<file path="src/rtl/loader_pkg.sv">
// Shared types and constants for the program-image loader.
package loader_pkg;

  typedef enum logic [2:0] {
    StIdle,
    StHdr,
    StData,
    StWrite,
    StRead,
    StNext,
    StFinish
  } state_e;

  localparam logic [3:0] WSTRB_WRITE = 4'b1111;
  localparam logic [3:0] WSTRB_READ  = 4'b0000;

  function automatic logic [31:0] word_addr(logic [31:0] base, logic [31:0] idx);
    return base + (idx << 2);
  endfunction

endpackage

</file>
<file path="src/rtl/word_assembler.sv">
// Collects four stream bytes LSB-first into a 32-bit word; full marks the completing byte.
module word_assembler (
  input  logic        clk,
  input  logic        reset_n,
  input  logic        shift,
  input  logic [7:0]  data,
  output logic [31:0] word,
  output logic        full
);

  logic [23:0] sr_q;
  logic [1:0]  cnt_q;

  always_ff @(posedge clk or negedge reset_n) begin
    if (!reset_n) begin
      sr_q  <= '0;
      cnt_q <= '0;
    end else if (shift) begin
      sr_q  <= {data, sr_q[23:8]};
      cnt_q <= cnt_q + 2'd1;
    end
  end

  // The word is presented in the same cycle as its last byte so the caller loses no cycle.
  assign word = {data, sr_q};
  assign full = shift && (cnt_q == 2'd3);

endmodule

</file>
<file path="src/rtl/mem_loader.sv">
// Loads a length-prefixed byte stream into RAM over the PicoRV32 native bus, optionally
// verifies each word, and holds the CPU in reset until a load completes cleanly.
module mem_loader #(
  parameter logic [31:0] BASE_ADDR = 32'h0000_0000,
  parameter int unsigned MAX_WORDS = 1024,
  parameter bit          VERIFY    = 1'b1
) (
  input  logic        clk,
  input  logic        reset_n,
  input  logic        in_valid,
  input  logic [7:0]  in_data,
  output logic        in_ready,
  output logic        mem_valid,
  output logic        mem_instr,
  output logic [31:0] mem_addr,
  output logic [31:0] mem_wdata,
  output logic [3:0]  mem_wstrb,
  input  logic        mem_ready,
  input  logic [31:0] mem_rdata,
  output logic        mem_sel,
  output logic        cpu_reset_n,
  output logic        busy,
  output logic        done,
  output logic        error
);
  import loader_pkg::*;

  localparam int unsigned IDX_W = $clog2(MAX_WORDS + 1);

  state_e             state_q;
  logic [IDX_W-1:0]   idx_q;
  logic [IDX_W-1:0]   count_q;
  logic [IDX_W-1:0]   idx_nxt;
  logic               xfer;
  logic [31:0]        asm_word;
  logic               asm_full;

  assign xfer      = in_valid && in_ready;
  assign idx_nxt   = idx_q + IDX_W'(1);
  assign mem_instr = 1'b0;

  word_assembler u_word_assembler (
    .clk     (clk),
    .reset_n (reset_n),
    .shift   (xfer),
    .data    (in_data),
    .word    (asm_word),
    .full    (asm_full)
  );

  // Outputs are registered against the state being entered, so they always match state_q.
  always_ff @(posedge clk or negedge reset_n) begin
    if (!reset_n) begin
      state_q     <= StIdle;
      idx_q       <= '0;
      count_q     <= '0;
      in_ready    <= 1'b1;
      mem_valid   <= 1'b0;
      mem_addr    <= BASE_ADDR;
      mem_wdata   <= '0;
      mem_wstrb   <= WSTRB_READ;
      mem_sel     <= 1'b0;
      cpu_reset_n <= 1'b0;
      busy        <= 1'b0;
      done        <= 1'b0;
      error       <= 1'b0;
    end else begin
      done <= 1'b0;
      unique case (state_q)
        StIdle: begin
          if (xfer) begin
            state_q     <= StHdr;
            busy        <= 1'b1;
            mem_sel     <= 1'b1;
            cpu_reset_n <= 1'b0;
            error       <= 1'b0;
          end
        end
        StHdr: begin
          if (asm_full) begin
            if (asm_word == '0) begin
              state_q     <= StFinish;
              in_ready    <= 1'b0;
              done        <= 1'b1;
              cpu_reset_n <= 1'b1;
              mem_sel     <= 1'b0;
              busy        <= 1'b0;
            end else if (asm_word > 32'(MAX_WORDS)) begin
              // Oversized image: give the port back but keep the CPU in reset.
              state_q <= StIdle;
              error   <= 1'b1;
              mem_sel <= 1'b0;
              busy    <= 1'b0;
            end else begin
              state_q <= StData;
              count_q <= asm_word[IDX_W-1:0];
              idx_q   <= '0;
            end
          end
        end
        StData: begin
          if (asm_full) begin
            state_q   <= StWrite;
            in_ready  <= 1'b0;
            mem_valid <= 1'b1;
            mem_addr  <= word_addr(BASE_ADDR, 32'(idx_q));
            mem_wdata <= asm_word;
            mem_wstrb <= WSTRB_WRITE;
          end
        end
        StWrite: begin
          if (mem_ready) begin
            state_q   <= VERIFY ? StRead : StNext;
            mem_valid <= 1'b0;
            mem_wstrb <= WSTRB_READ;
          end
        end
        StRead: begin
          // First cycle is the mandatory idle gap after the write.
          if (!mem_valid) begin
            mem_valid <= 1'b1;
          end else if (mem_ready) begin
            mem_valid <= 1'b0;
            state_q   <= StNext;
            if (mem_rdata != mem_wdata) error <= 1'b1;
          end
        end
        StNext: begin
          idx_q <= idx_nxt;
          if (idx_nxt == count_q) begin
            state_q     <= StFinish;
            done        <= !error;
            cpu_reset_n <= !error;
            mem_sel     <= 1'b0;
            busy        <= 1'b0;
          end else begin
            state_q  <= StData;
            in_ready <= 1'b1;
          end
        end
        StFinish: begin
          state_q  <= StIdle;
          in_ready <= 1'b1;
        end
        default: begin
          state_q  <= StIdle;
          in_ready <= 1'b1;
        end
      endcase
    end
  end

endmodule
</file>
<file path="config.mk">
export PLATFORM = sky130hd
export DESIGN_NAME = mem_loader
export DESIGN_NICKNAME = d
export VERILOG_FILES = /design/src/rtl/loader_pkg.sv /design/src/rtl/word_assembler.sv /design/src/rtl/mem_loader.sv
export SDC_FILE = /design/constraint.sdc
export NUM_CORES = 1
export LEC_CHECK = 0
export CORE_MARGIN = 3
export CORE_UTILIZATION = 51
export DETAILED_ROUTE_END_ITERATION = 10
export PLACE_DENSITY = 0.81
export SLEW_MARGIN = 40
export SYNTH_ARGS = -nofsm -noshare
export SYNTH_HDL_FRONTEND = slang
export SYNTH_HIERARCHICAL = 1
export SYNTH_SLANG_ARGS = --single-unit
export TNS_END_PERCENT = 100
</file>
<file path="constraint.sdc">
create_clock -name clk -period 3.17 [get_ports clk]
set_clock_uncertainty 0.1 [all_clocks]
set_input_delay 0.634 -clock clk [delete_from_list [all_inputs] [get_ports clk]]
set_output_delay 0.634 -clock clk [all_outputs]
set_load 0.1 [all_outputs]
</file>
==> impl_metrics.json <==
{
  "die_w_um": 107,
  "route.detailed.drc": 0,
  "hold_violations": 0,
  "firstDrtPassIters": 5,
  "postPlaceCellArea_mm2": 0.00603,
  "crit_family": "simple AND/OR/NAND/NOR gates",
  "cp_data_required_time_ns": 3.32,
  "critPathLaunchType": "register",
  "vias": 3619,
  "final_area_mm2": 0.00621,
  "core_area_mm2": 0.00991,
  "dp_cells": 652,
  "postSynth.asyncResetShare_pct": 100,
  "grt_max_degree": 62,
  "power_leakage_nw": 2.95,
  "num_io_pins": 120,
  "cp_max_fo": 8,
  "portBuffers": 97,
  "drive_above_1_share_pct": 30.8,
  "viasPerCell": 5.42,
  "total_power_mw": 3.32,
  "initial_core_util_pct": 53.0,
  "setup_viol": 0,
  "cts_tree": "done",
  "worst_hold_path_type": "input port to asynchronous set/reset pin",
  "h-tree-depth": 3,
  "layout_commonest_cell": "dfrtp_1",
  "grt_util_met3_pct": 3.90,
  "synth-seq-cells": 101,
  "routedWlPerCell_um": 16.8,
  "cts_setup_buffers": 0,
  "fmax_mhz": 355,
  "fin_crit_ns": 2.82,
  "routed_wl_mm": 11.2,
  "slew_violations": 0,
  "slew_headroom_pct": 54.4,
  "root_buffer": "clkbuf_8",
  "synthCells": 446,
  "r2r_cells": 8,
  "power_density_mw_per_mm2": 535,
  "tightest_slew_ns": 0.679,
  "seq_area_frac_synth_pct": 48.1,
  "drtAntennaViolNets": 0,
  "n_fill_cell": 805,
  "ys_warn_count": 6,
  "numCtsBuffers": 9,
  "status": "complete, no violations",
  "antenna_found_initial": 0,
  "final_core_util_pct": 62.7,
  "multi_input_area_mm2": 0.00242,
  "avgSynthCellArea_um2": 11.8,
  "final-seq-area_mm2": 0.00253,
  "peakVddDrop_v": 0.000390,
  "diodes": 0,
  "ctsHoldBuffers": 0,
  "drt-initial-drc-count": 161,
  "cts_sinks": 101,
  "crit_buf_inv": 0,
  "cp_cell_sequence": "ha_1 > and2_1 > nand4_1 > xnor2_1 > nor4_1 > nand4_2 > a21oi_2 > mux2_1",
  "ys_types": 50,
  "crit_slowest_cell": "dfrtp_1",
  "cp-end-kind": "register",
  "clk_path_buf_depth": 2,
  "slowest_delay_ns": 0.47,
  "crit_type": "register to register",
  "gp_congestion": 0.851,
  "grt_overflow": 0,
  "die_height_um": 107,
  "busiest_layer": "met2",
  "worst-endpoint-arrival_ns": 2.97,
  "grtUsageMet2_pct": 32.4,
  "fin_nets": 576,
  "cts.clk_slew.worst_paths_ns": 0.10,
  "rows": 36,
  "grt_first_pass_wirelength_mm": 18.4,
  "grt_pass1_vias": 3582,
  "setup-tns-final_ns": 0,
  "rsz0062_at_grt": "no",
  "syn2layout_area_growth_pct": 18.3,
  "final_cell_count_no_fill": 668,
  "use_met1_pct": 28.3,
  "ys.flop_type": "dfrtp_1",
  "final_cell_mix": "dfrtp_1 (100), mux2_2 (62), buf_4 (61)",
  "path_depth": 8,
  "netlist_area_mm2": 0.00525,
  "synth_edf_count": 0,
  "post-dp-hpwl_mm": 8.39,
  "grt_usage_pct": 20.2,
  "fin_crit_sh_pct": 88.9,
  "insertion_delay_ns": 0.36,
  "die_area_mm2": 0.0116,
  "cap_violations": 0,
  "cts_resized": 0
}
sequential cells by signal, indices dropped and copies added (netlist names):
register	flops
mem_wdata	32
u_word_assembler/sr_q	24
count_q	11
idx_q	11
mem_addr	11
state_q	3
u_word_assembler/cnt_q	2
busy	1
cpu_reset_n	1
done	1
error	1
in_ready	1
mem_valid	1
mem_wstrb	1
layer usage:
layer  share of wire (%)  routed length [um]
met5                   0                   0
met4                 1.1                 125
met3                 4.7                 531
met2                  49                5510
met1                  45                5030
worst register-to-register path: stages (launching register included):
cell and delay (ns):
dfrtp_1 0.47, ha_1 0.37, and2_1 0.24, nand4_1 0.18
xnor2_1 0.20, nor4_1 0.39, nand4_2 0.24, a21oi_2 0.20
mux2_1 0.32
cells in the mapped netlist (3+ instances only):
library cell    n  area share (%)
a211oi_1        4            0.57
a21oi_1         8            0.76
and2_1          3            0.36
buf_2          10            0.95
buf_4          34             4.9
clkbuf_1        5            0.36
dfrtp_1       100              48
inv_1           5            0.36
mux2_2         62              13
mux2_4         18             5.1
mux2i_1         3            0.57
nand2_1        27             1.9
nand3_1        10            0.95
nand4_1         5            0.60
nor2_1         19             1.4
nor3_1          7            0.67
nor4_1         14             1.7
o21ai_0        19             1.8
o22ai_1         3            0.36
o31ai_1         6            0.86
xnor2_1        21             3.5
xor2_1         30             5.0
through the flow:
| stage | setup WS, ns | hold slack (ns) |
|---|---|---|
| after global placement | 0.131 | 0.360 |
| after floorplan | 0.254 | 0.238 |
| after global routing | 0.185 | 0.167 |
| after CTS | 0.386 | 0.147 |
| final | 0.353 | 0.139 |
| after detailed placement | 0.141 | 0.383 |
cells by family after synthesis:
group                    synth area share, %
AO/OA/AOI/OAI                           6.41
XOR/XNOR                                8.50
adder cells (fa/ha/maj)                0.476
buffers and inverters                   7.50
flip-flops                              48.1
multiplexers                            19.2
other                                 0.0714
AND/OR/NAND/NOR                         9.69
final timing paths:
kind | startpoint | to | slack, ns
max reg2reg | idx_q[0] | cpu_reset_n | 0.35
max in group asynchronous | reset_n | count_q[9] | 2.13
min in group clk | u_word_assembler/cnt_q[0] | u_word_assembler/cnt_q[0] | 0.39
min reg2reg | u_word_assembler/cnt_q[0] | u_word_assembler/cnt_q[0] | 0.39
max | idx_q[0] | cpu_reset_n | 0.35
min | reset_n | mem_addr[8] | 0.14
layout make-up:
cell class	instances	area share, %
Sequential cell	101	40.7
Multi-Input combinational cell	309	38.9
Inverter	5	0.302
Timing Repair Buffer	104	14.5
Clock buffer	10	2.22
Clock inverter	6	0.725
Tap cell	133	2.68
where the power goes:
part           switching (mW)  internal, mW
sequential              0.108          1.38
combinational           0.698         0.367
clock                   0.455         0.313
total                    1.26          2.06
No activity file was read; power rests on OpenSTA's default activity.
